File: config.mk
export PLATFORM = sky130hd
export DESIGN_NAME = trimem_arb
export DESIGN_NICKNAME = d
export VERILOG_FILES = /design/src/rtl/tri_pkg.sv /design/src/rtl/trimem_sreg_watch.sv /design/src/rtl/trimem_arb.sv
export SDC_FILE = /design/constraint.sdc
export NUM_CORES = 1
export LEC_CHECK = 0
export ABC_CLOCK_PERIOD_IN_PS = 3300
export CAP_MARGIN = 20
export CORE_ASPECT_RATIO = 0.5
export CORE_MARGIN = 2
export CORE_UTILIZATION = 39
export CTS_CLUSTER_SIZE = 40
export DETAILED_ROUTE_END_ITERATION = 10
export PLACE_DENSITY = 0.77
export SYNTH_ARGS = -nofsm -noshare
export SYNTH_HDL_FRONTEND = slang
export SYNTH_SLANG_ARGS = --single-unit
File: constraint.sdc
create_clock -name clk -period 3.3 [get_ports clk]
set_clock_uncertainty 0.15 [all_clocks]
set_input_delay 0.66 -clock clk [delete_from_list [all_inputs] [get_ports clk]]
set_output_delay 0.66 -clock clk [all_outputs]
set_load 0.005 [all_outputs]
File: src/rtl/tri_pkg.sv
// tri_pkg: shared constants for the ternary memory path.
//   TRYTE_W     : width of one tryte word (18 bits).
//   PT_X/PT_R/PT_W : RAM access-type encodings (m_pt, 2-bit signed).
//   arb_state_e : trimem_arb FSM states.
package tri_pkg;

  localparam int unsigned TRYTE_W = 18;

  localparam logic signed [1:0] PT_W = 2'b00;
  localparam logic signed [1:0] PT_R = 2'b01;
  localparam logic signed [1:0] PT_X = 2'b11;

  typedef enum logic [1:0] {
    ST_IDLE = 2'd0,
    ST_BUSY = 2'd1,
    ST_INV  = 2'd2
  } arb_state_e;

endpackage

File: src/rtl/trimem_sreg_watch.sv
// trimem_sreg_watch: registers the MMU special registers every cycle and
// flags a difference between the live value and the registered copy.
// Ports:
//   clk, rst_n          : clock, async active-low reset
//   pgtn, psw, pgtp     : special registers (TRYTE_W each)
//   changed             : high for the one cycle in which any bit differs
//                         from the previous cycle's value
module trimem_sreg_watch
  import tri_pkg::*;
(
  input  logic               clk,
  input  logic               rst_n,
  input  logic [TRYTE_W-1:0] pgtn,
  input  logic [TRYTE_W-1:0] psw,
  input  logic [TRYTE_W-1:0] pgtp,
  output logic               changed
);

  logic [3*TRYTE_W-1:0] cur;
  logic [3*TRYTE_W-1:0] prev;

  assign cur     = {pgtn, psw, pgtp};
  assign changed = (cur != prev);

  always_ff @(posedge clk or negedge rst_n) begin
    if (!rst_n) begin
      prev <= '0;
    end else begin
      prev <= cur;
    end
  end

endmodule

File: src/rtl/trimem_arb.sv
// trimem_arb: merges the fetch (X) and load/store (R/W) requesters onto the
// ternary RAM/MMU single-cycle enable handshake, routes the response back to
// the issuing requester, and sequences the MMU-cache invalidate pulse.
// Parameters:
//   TIMEOUT_CYC : BUSY cycles without m_o before forcing a pagefault ack.
// Config macro:
//   TRIMEM_ARB_RR_EN : round-robin arbitration (default: load/store wins).
// Ports:
//   clk, rst_n                         : clock, async active-low reset
//   pgtn, psw, pgtp                    : special registers, watched for change
//   inv_req                            : software invalidate request pulse
//   if_req/if_addr -> if_ack/if_pf/if_data : fetch requester
//   ls_req/ls_write/ls_addr/ls_in -> ls_ack/ls_pf/ls_data : load/store
//   m_e/m_write/m_pt/m_addr/m_in       : RAM request (m_e one-cycle)
//   m_o/m_pf/m_out                     : RAM response
//   m_inv                              : RAM invalidate_cache pulse
module trimem_arb
  import tri_pkg::*;
#(
  parameter int unsigned TIMEOUT_CYC = 15
) (
  input  logic               clk,
  input  logic               rst_n,
  input  logic [TRYTE_W-1:0] pgtn,
  input  logic [TRYTE_W-1:0] psw,
  input  logic [TRYTE_W-1:0] pgtp,
  input  logic               inv_req,
  input  logic               if_req,
  input  logic [TRYTE_W-1:0] if_addr,
  output logic               if_ack,
  output logic               if_pf,
  output logic [TRYTE_W-1:0] if_data,
  input  logic               ls_req,
  input  logic               ls_write,
  input  logic [TRYTE_W-1:0] ls_addr,
  input  logic [TRYTE_W-1:0] ls_in,
  output logic               ls_ack,
  output logic               ls_pf,
  output logic [TRYTE_W-1:0] ls_data,
  output logic               m_e,
  output logic               m_write,
  output logic signed [1:0]  m_pt,
  output logic [TRYTE_W-1:0] m_addr,
  output logic [TRYTE_W-1:0] m_in,
  input  logic               m_o,
  input  logic               m_pf,
  input  logic [TRYTE_W-1:0] m_out,
  output logic               m_inv
);

  localparam int unsigned CW = $clog2(TIMEOUT_CYC + 1);

  arb_state_e    state, state_n;
  logic          inv_pend;
  logic          changed;
  logic          own;        // 0 = fetch, 1 = load/store
  logic [CW-1:0] cnt;

  logic if_p, ls_p, any_p, grant_ls;
  logic issue, done, done_pf, load_data, clr_inv;

  trimem_sreg_watch u_watch (
    .clk     (clk),
    .rst_n   (rst_n),
    .pgtn    (pgtn),
    .psw     (psw),
    .pgtp    (pgtp),
    .changed (changed)
  );

  // A requester still sees its own ack cycle with req high; mask it so the
  // arbiter does not re-grant a request that is just being completed.
  assign if_p  = if_req & ~if_ack;
  assign ls_p  = ls_req & ~ls_ack;
  assign any_p = if_p | ls_p;

`ifdef TRIMEM_ARB_RR_EN
  logic last_ls;

  assign grant_ls = ls_p & (~if_p | ~last_ls);

  always_ff @(posedge clk or negedge rst_n) begin
    if (!rst_n) begin
      last_ls <= 1'b1;
    end else if (issue) begin
      last_ls <= grant_ls;
    end
  end
`else
  assign grant_ls = ls_p;
`endif

  always_ff @(posedge clk or negedge rst_n) begin
    if (!rst_n) begin
      state <= ST_IDLE;
    end else begin
      state <= state_n;
    end
  end

  always_comb begin
    state_n   = state;
    issue     = 1'b0;
    done      = 1'b0;
    done_pf   = 1'b0;
    load_data = 1'b0;
    clr_inv   = 1'b0;
    unique case (state)
      ST_IDLE: begin
        if (inv_pend) begin
          state_n = ST_INV;
        end else if (any_p) begin
          issue   = 1'b1;
          state_n = ST_BUSY;
        end
      end
      ST_INV: begin
        // The flush cycle also takes the grant decision, so a pending
        // invalidate costs one cycle; a fresh change sends us back to IDLE
        // so it is flushed before any access.
        clr_inv = 1'b1;
        if (!(changed || inv_req) && any_p) begin
          issue   = 1'b1;
          state_n = ST_BUSY;
        end else begin
          state_n = ST_IDLE;
        end
      end
      ST_BUSY: begin
        if (m_o) begin
          done      = 1'b1;
          done_pf   = m_pf;
          load_data = ~m_pf;
          state_n   = ST_IDLE;
        end else if (cnt == CW'(TIMEOUT_CYC - 1)) begin
          done    = 1'b1;
          done_pf = 1'b1;
          state_n = ST_IDLE;
        end
      end
      default: state_n = ST_IDLE;
    endcase
  end

  always_ff @(posedge clk or negedge rst_n) begin
    if (!rst_n) begin
      inv_pend <= 1'b1;
      own      <= 1'b0;
      cnt      <= '0;
      m_e      <= 1'b0;
      m_write  <= 1'b0;
      m_pt     <= PT_W;
      m_addr   <= '0;
      m_in     <= '0;
      m_inv    <= 1'b0;
      if_ack   <= 1'b0;
      if_pf    <= 1'b0;
      if_data  <= '0;
      ls_ack   <= 1'b0;
      ls_pf    <= 1'b0;
      ls_data  <= '0;
    end else begin
      inv_pend <= (inv_pend & ~clr_inv) | changed | inv_req;
      m_e      <= issue;
      m_inv    <= (state_n == ST_INV);
      if_ack   <= done & ~own;
      ls_ack   <= done & own;

      if (issue) begin
        own     <= grant_ls;
        cnt     <= '0;
        m_write <= grant_ls & ls_write;
        m_pt    <= grant_ls ? (ls_write ? PT_W : PT_R) : PT_X;
        m_addr  <= grant_ls ? ls_addr : if_addr;
        m_in    <= grant_ls ? ls_in : '0;
      end else if (state == ST_BUSY) begin
        cnt <= cnt + CW'(1);
      end

      if (done && !own) begin
        if_pf <= done_pf;
        if (load_data) begin
          if_data <= m_out;
        end
      end
      if (done && own) begin
        ls_pf <= done_pf;
        if (load_data) begin
          ls_data <= m_out;
        end
      end
    end
  end

endmodule

# --- Word level (Yosys, flattened, before mapping) ---
# Cells that the tools add are included.
classes:
  add_sub_neg: 1
  n_eq_ne: 5
  muxes: 24
  bitwise: 14
  n_reduce_logical: 10
ops:
  columns: ["cell", "n"]
  rows:
  - ["54-bit != test", 1]
  - ["18-bit 2-to-1 mux", 2]
  - ["1-bit 2-to-1 mux", 13]
  - ["2-bit 2-to-1 mux", 5]
  - ["4-bit 2-to-1 mux", 2]
  - ["1-bit AND", 6]
  - ["2-bit case mux with 3 select lines", 1]
  - ["1-bit NOT", 5]
  - ["4-bit by 1-bit adder with 4-bit output, second input constant", 1]
  - ["2-bit equality test, second input constant", 2]
  - ["4-bit equality test, second input constant", 1]
  - ["2-bit AND reduction", 2]
  - ["1-bit logical AND", 3]
  - ["1-bit OR", 3]
  - ["2-bit by 1-bit equality test with 1-bit output, second input constant", 1]
  - ["1-bit logical NOT", 2]
  - ["2-bit logical NOT", 1]
  - ["1-bit case mux with 2 select lines", 1]
  - ["2-bit nonzero test", 1]
  - ["1-bit logical OR", 1]
word_totals:
  reg_bits: 143
  in_bits: 134
  output_inout_bits: 81
  elab_cells: 71

# --- Logic depth before layout (Yosys ltp) ---
depth:
  word_depth: 7
  depth_mapped: 9
  mapped_depth_nobuf: 8

# --- Modules after synthesis ---
# Synthesis repeated with hierarchy kept, for this count alone.
unflattened:
  hier_cells: 391
  hier_area_um2: 5705.5
by_module_without_submodules:
  columns: ["mod", "n_inst", "cells_per_inst", "area_per_inst_um2", "seq_area_each_um2"]
  rows:
  - ["trimem_arb", 1, 265, 3769.9, 2228.4]
  - ["trimem_sreg_watch", 1, 126, 1935.6, 1351.3]

# --- Worst setup path before layout ---
# OpenSTA, ideal clock, no wires.
synth_timing:
  path_type: "input to register"
  from: "in psw[15]"
  to: "reg m_addr[10]"
  setup_ps: 126
  t_arrival_ps: 2483
  required_ps: 3024
  slack_ps: 541
  path_stages: 9
  path_buffers: 2
  path_cell_list: "clkinv_1 -> o22ai_1 -> or4_4 -> nor4_4 -> a21oi_2 -> or2_1 -> buf_6 -> buf_6 -> a221o_1"
synth_between:
  elab_chain_len: 6
synth_lines:
  columns: ["element", "line_no", "text"]
  rows:
  - ["start: declaration", "trimem_arb.sv:25", "input logic [TRYTE_W-1:0] psw,"]
  - ["54-bit != test", "trimem_sreg_watch.sv:23", "assign changed = (cur != prev);"]
  - ["1-bit logical OR", "trimem_arb.sv:122", "if (!(changed || inv_req) && any_p) begin"]
  - ["1-bit logical NOT", "trimem_arb.sv:122", null]
  - ["1-bit logical AND", "trimem_arb.sv:122", null]
  - ["1-bit 2-to-1 mux", "trimem_arb.sv:122", null]
  - ["1-bit case mux with 2 select lines", "trimem_arb.sv:108", "unique case (state)"]
  - ["end signal: assignment", "trimem_arb.sv:174", "m_addr <= grant_ls ? ls_addr : if_addr;"]
  - ["end: declaration", "trimem_arb.sv:43", "output logic [TRYTE_W-1:0] m_addr,"]
# No other way between the ends.
# A chain may end at the register's enable or synchronous reset.

# --- Worst setup path in the final report ---
layout_timing:
  from: "in pgtp[2]"
  to: "reg m_addr[10]"
layout_between:
  elab_chain_len: 6
layout_lines:
  columns: ["element", "line_no", "text"]
  rows:
  - ["start: declaration", "trimem_arb.sv:26", "input logic [TRYTE_W-1:0] pgtp,"]
  - ["54-bit != test", "trimem_sreg_watch.sv:23", null]
  - ["1-bit logical OR", "trimem_arb.sv:122", null]
  - ["1-bit logical NOT", "trimem_arb.sv:122", null]
  - ["1-bit logical AND", "trimem_arb.sv:122", null]
  - ["1-bit 2-to-1 mux", "trimem_arb.sv:122", null]
  - ["1-bit case mux with 2 select lines", "trimem_arb.sv:108", null]
# No other way between the ends.

==> results.py <==
metrics = {
    "status": {
        "outcome": "complete, no violations",
    },
    "synthesis": {
        "synth-seq-cells": 143,
        "synth_fp_nets": 548,
        "syn_area_um2": 5542,
        "yosys_warnings": 0,
        "syn_inst": 412,
        "ys_types": 40,
        "ys_seq_area_frac": 0.6460,
        "syn_area_per_cell_um2": 13.45,
    },
    "setup_path": {
        "reg2reg_depth": 8,
        "r2r_end": "m_addr[10]",
        "cp_data_arrival_time_ns": 3.12,
        "cp_slowest_cell": "clkdlybuf4s50_1",
        "r2r-start": "u_watch.prev[2]",
        "reg2reg_slack_ns": 0.62,
        "critPathBufInv": 2,
        "cp-end-kind": "flop",
        "path_class": "in2reg",
        "startpoint_type": "primary input",
        "cp_max_fo": 35,
        "path_depth": 9,
        "crit_chain": "clkdlybuf4s50_1 -> xor2_1 -> nor4_1 -> nand4_1 -> nor4_4 -> a21oi_2 -> or2_1 -> buf_12 -> a221o_1",
        "required_ns": 3.43,
        "cpPeakStageDelay_ns": 0.44,
        "worst_path_dominant_cell_family": "simple AND/OR/NAND/NOR gates",
    },
    "grt": {
        "grt_use_total": 0.1944,
        "antenna_found_initial": 0,
        "overflow": 0,
        "grt_pass1_vias": 4390,
        "grt_max_degree": 65,
        "grt_pass1_wl_um": 22940,
    },
    "power_and_ir_drop": {
        "power_density_nw_per_um2": 500.2,
        "p_leak_uw": 0.003850,
        "peakVddDrop_v": 0.0003111,
        "p_switching_uw": 885.5,
        "power_frac_comb": 0.084,
        "power.share.sequential": 0.426,
        "clkPwrFrac": 0.491,
        "switching_share": 0.2047,
        "power.internal_uw": 3441,
    },
    "timing": {
        "slew_headroom": 0.6379,
        "rsz0062_at_grt": "false",
        "max_freq_mhz": 334.6,
        "layout_setup_ws_ns": 0.3115,
        "finalSetupViolations": 0,
        "tns_ns": 0,
        "slew_viol_final": 0,
        "max_slew.worst_pin.slew_ns": 0.5431,
        "fin_hold_ws_ns": 0.06339,
        "finalCritPeriodShare": 0.9056,
        "hold_violations": 0,
        "layout_min_cycle_time_ns": 2.988,
    },
    "detailed_routing": {
        "ant_nets": 0,
        "drc": 0,
        "wl_um": 14590,
        "drt_iter0_markers": 140,
        "num_vias": 4081,
        "viasPerCell": 4.807,
        "first_pass_iters": 4,
        "wl_per_cell_um": 17.18,
    },
    "clock_tree": {
        "cts_max_level": 4,
        "clock_latency_ns": 0.41,
        "ctsLongestPathBuffers": 2,
        "cts_tree": "built",
        "clock_sink_count": 143,
        "cts.clk_slew.worst_paths_ns": 0.06,
        "root_buffer": "clkbuf_16",
        "postCtsSetupBuffers": 0,
        "cts_inserted_buffers": 17,
        "post_cts_resized": 0,
        "hold_buffers": 0,
    },
    "run": {
        "max_cap_viol_count": 0,
    },
    "place": {
        "io_buffers": 214,
        "place_ws_ns": -0.09606,
        "gp_congestion": 0.8293,
        "hpwl_um": 10630,
        "placed_area_um2": 7993,
    },
    "floorplanning": {
        "die_area_um2": 15240,
        "rows": 30,
        "start_util": 0.4045,
        "io_pins": 215,
        "die_x_um": 172.6,
        "coreArea_um2": 13700,
        "dieHeight_um": 88.29,
    },
    "final_layout": {
        "final_cell_mix": "213 x clkdlybuf4s50_1, 142 x dfrtp_1, 36 x mux2_2",
        "fin_nets": 780,
        "synthToLayoutAreaGrowth_pct": 56.08,
        "fin_area_um2": 8650,
        "antenna_cells": 0,
        "final_common_cell": "clkdlybuf4s50_1",
        "post_route_cells_drive_above_1_share": 0.1385,
    },
    "hold_path": {
        "hp-class": "in2async",
    },
}
[kinds of logic (layout without fill, tap and decap cells)]
group	Yosys count	in the layout	synth area share
flops	143	143	0.6460
simple gates	100	100	0.09596
compound gates	60	60	0.09370
xor+xnor	37	37	0.05848
mux	36	36	0.07315
buf+inv	34	279	0.02822
fa+ha+maj	2	2	0.004515
[layer usage]
metal | up-vias | part of all wire | global-route usage
li1 | 1921 | - | -
met1 | 2060 | 0.43 | 0.2380
met2 | 84 | 0.52 | 0.3490
met3 | 16 | 0.035 | 0.04296
met4 | 0 | 0.014 | 0.06915
met5 | - | 0 | 0
[metrics by stage]
stage / utilization / total power [uW] / cells
2_1_floorplan: - / 1956 / 412
3_3_place_gp: 0.5834 / 2229 / 817
3_5_place_dp: 0.5834 / 2238 / 817
4_1_cts: 0.6313 / 4374 / 849
5_1_grt: 0.6313 / 4484 / 849
6_report: 0.6313 / 4327 / 849
[power by group through the flow]
stage | Combinational (uW) | Sequential [uW] | Clock [uW]
after CTS | 368 | 1840 | 2160
after global routing | 397 | 1850 | 2240
after global placement | 359 | 1870 | 0
after detailed placement | 366 | 1870 | 0
final | 363 | 1840 | 2120
after floorplan | 87.0 | 1870 | 0
[layout make-up]
| cell class | instances | area (um^2) |
|---|---|---|
| Inverter | 18 | 67.56 |
| Clock inverter | 10 | 182.7 |
| Multi-Input combinational cell | 235 | 1812 |
| Sequential cell | 143 | 3580 |
| Clock buffer | 22 | 474.2 |
| Timing Repair Buffer | 229 | 2293 |
| Tap cell | 192 | 240.2 |
| Fill cell | 1049 | 5051 |
[worst max-delay path by stage]
stage,from,to,slack (ns)
after floorplan,psw[15],m_addr[10],0.54
after global placement,psw[5],m_addr[14],-0.08
after detailed placement,psw[5],m_addr[10],-0.1
after CTS,psw[5],m_addr[10],0.32
after global routing,pgtp[2],m_addr[10],0.17
final,pgtp[2],m_addr[10],0.31
[sequential cells by signal, indices dropped and copies added (netlist names), 2 cells and up]
signal and count:
u_watch.prev 54, if_data 18, ls_data 18, m_addr 18
m_in 18, cnt 4, m_pt 2, state 2
[cell usage after synthesis]
| cell type | instances | area [um^2] |
|---|---|---|
| dfrtp_1 | 142 | 3553 |
| o21a_1 | 1 | 7.510 |
| a221o_1 | 18 | 180.2 |
| or4_4 | 2 | 22.52 |
| nand4_1 | 4 | 25.02 |
| nand2_1 | 23 | 86.33 |
| nor4b_1 | 1 | 8.760 |
| a31o_2 | 1 | 8.760 |
| nand2b_1 | 3 | 18.77 |
| nor4_4 | 1 | 21.27 |
| nor2_1 | 28 | 105.1 |
| and3_1 | 1 | 6.260 |
| xnor2_1 | 3 | 26.28 |
| nor4_2 | 1 | 12.51 |
| inv_1 | 16 | 60.06 |
| nand3_1 | 1 | 5.000 |
| a21oi_2 | 1 | 8.760 |
| clkinv_1 | 2 | 7.510 |
| a2111oi_0 | 7 | 61.31 |
| o22ai_1 | 7 | 43.79 |
| clkbuf_1 | 8 | 30.03 |
| o21ai_0 | 1 | 5.000 |
| or2_1 | 1 | 6.260 |
| a221oi_1 | 1 | 8.760 |
| nor3b_1 | 2 | 15.01 |
| nand3b_1 | 1 | 7.510 |
| a2bb2oi_1 | 1 | 8.760 |
| buf_2 | 5 | 25.02 |
| a21o_1 | 2 | 15.01 |
| a21oi_1 | 1 | 5.000 |
| ha_1 | 2 | 25.02 |
| nor4_1 | 7 | 43.79 |
| nor2b_1 | 21 | 131.4 |
| nor3_1 | 2 | 10.01 |
| xor2_1 | 34 | 297.8 |
| dfstp_2 | 1 | 26.28 |
| buf_6 | 3 | 33.78 |
| nor2_2 | 1 | 6.260 |
| a22o_1 | 19 | 166.4 |
| mux2_2 | 36 | 405.4 |
Power figures use the tool's default switching activity.
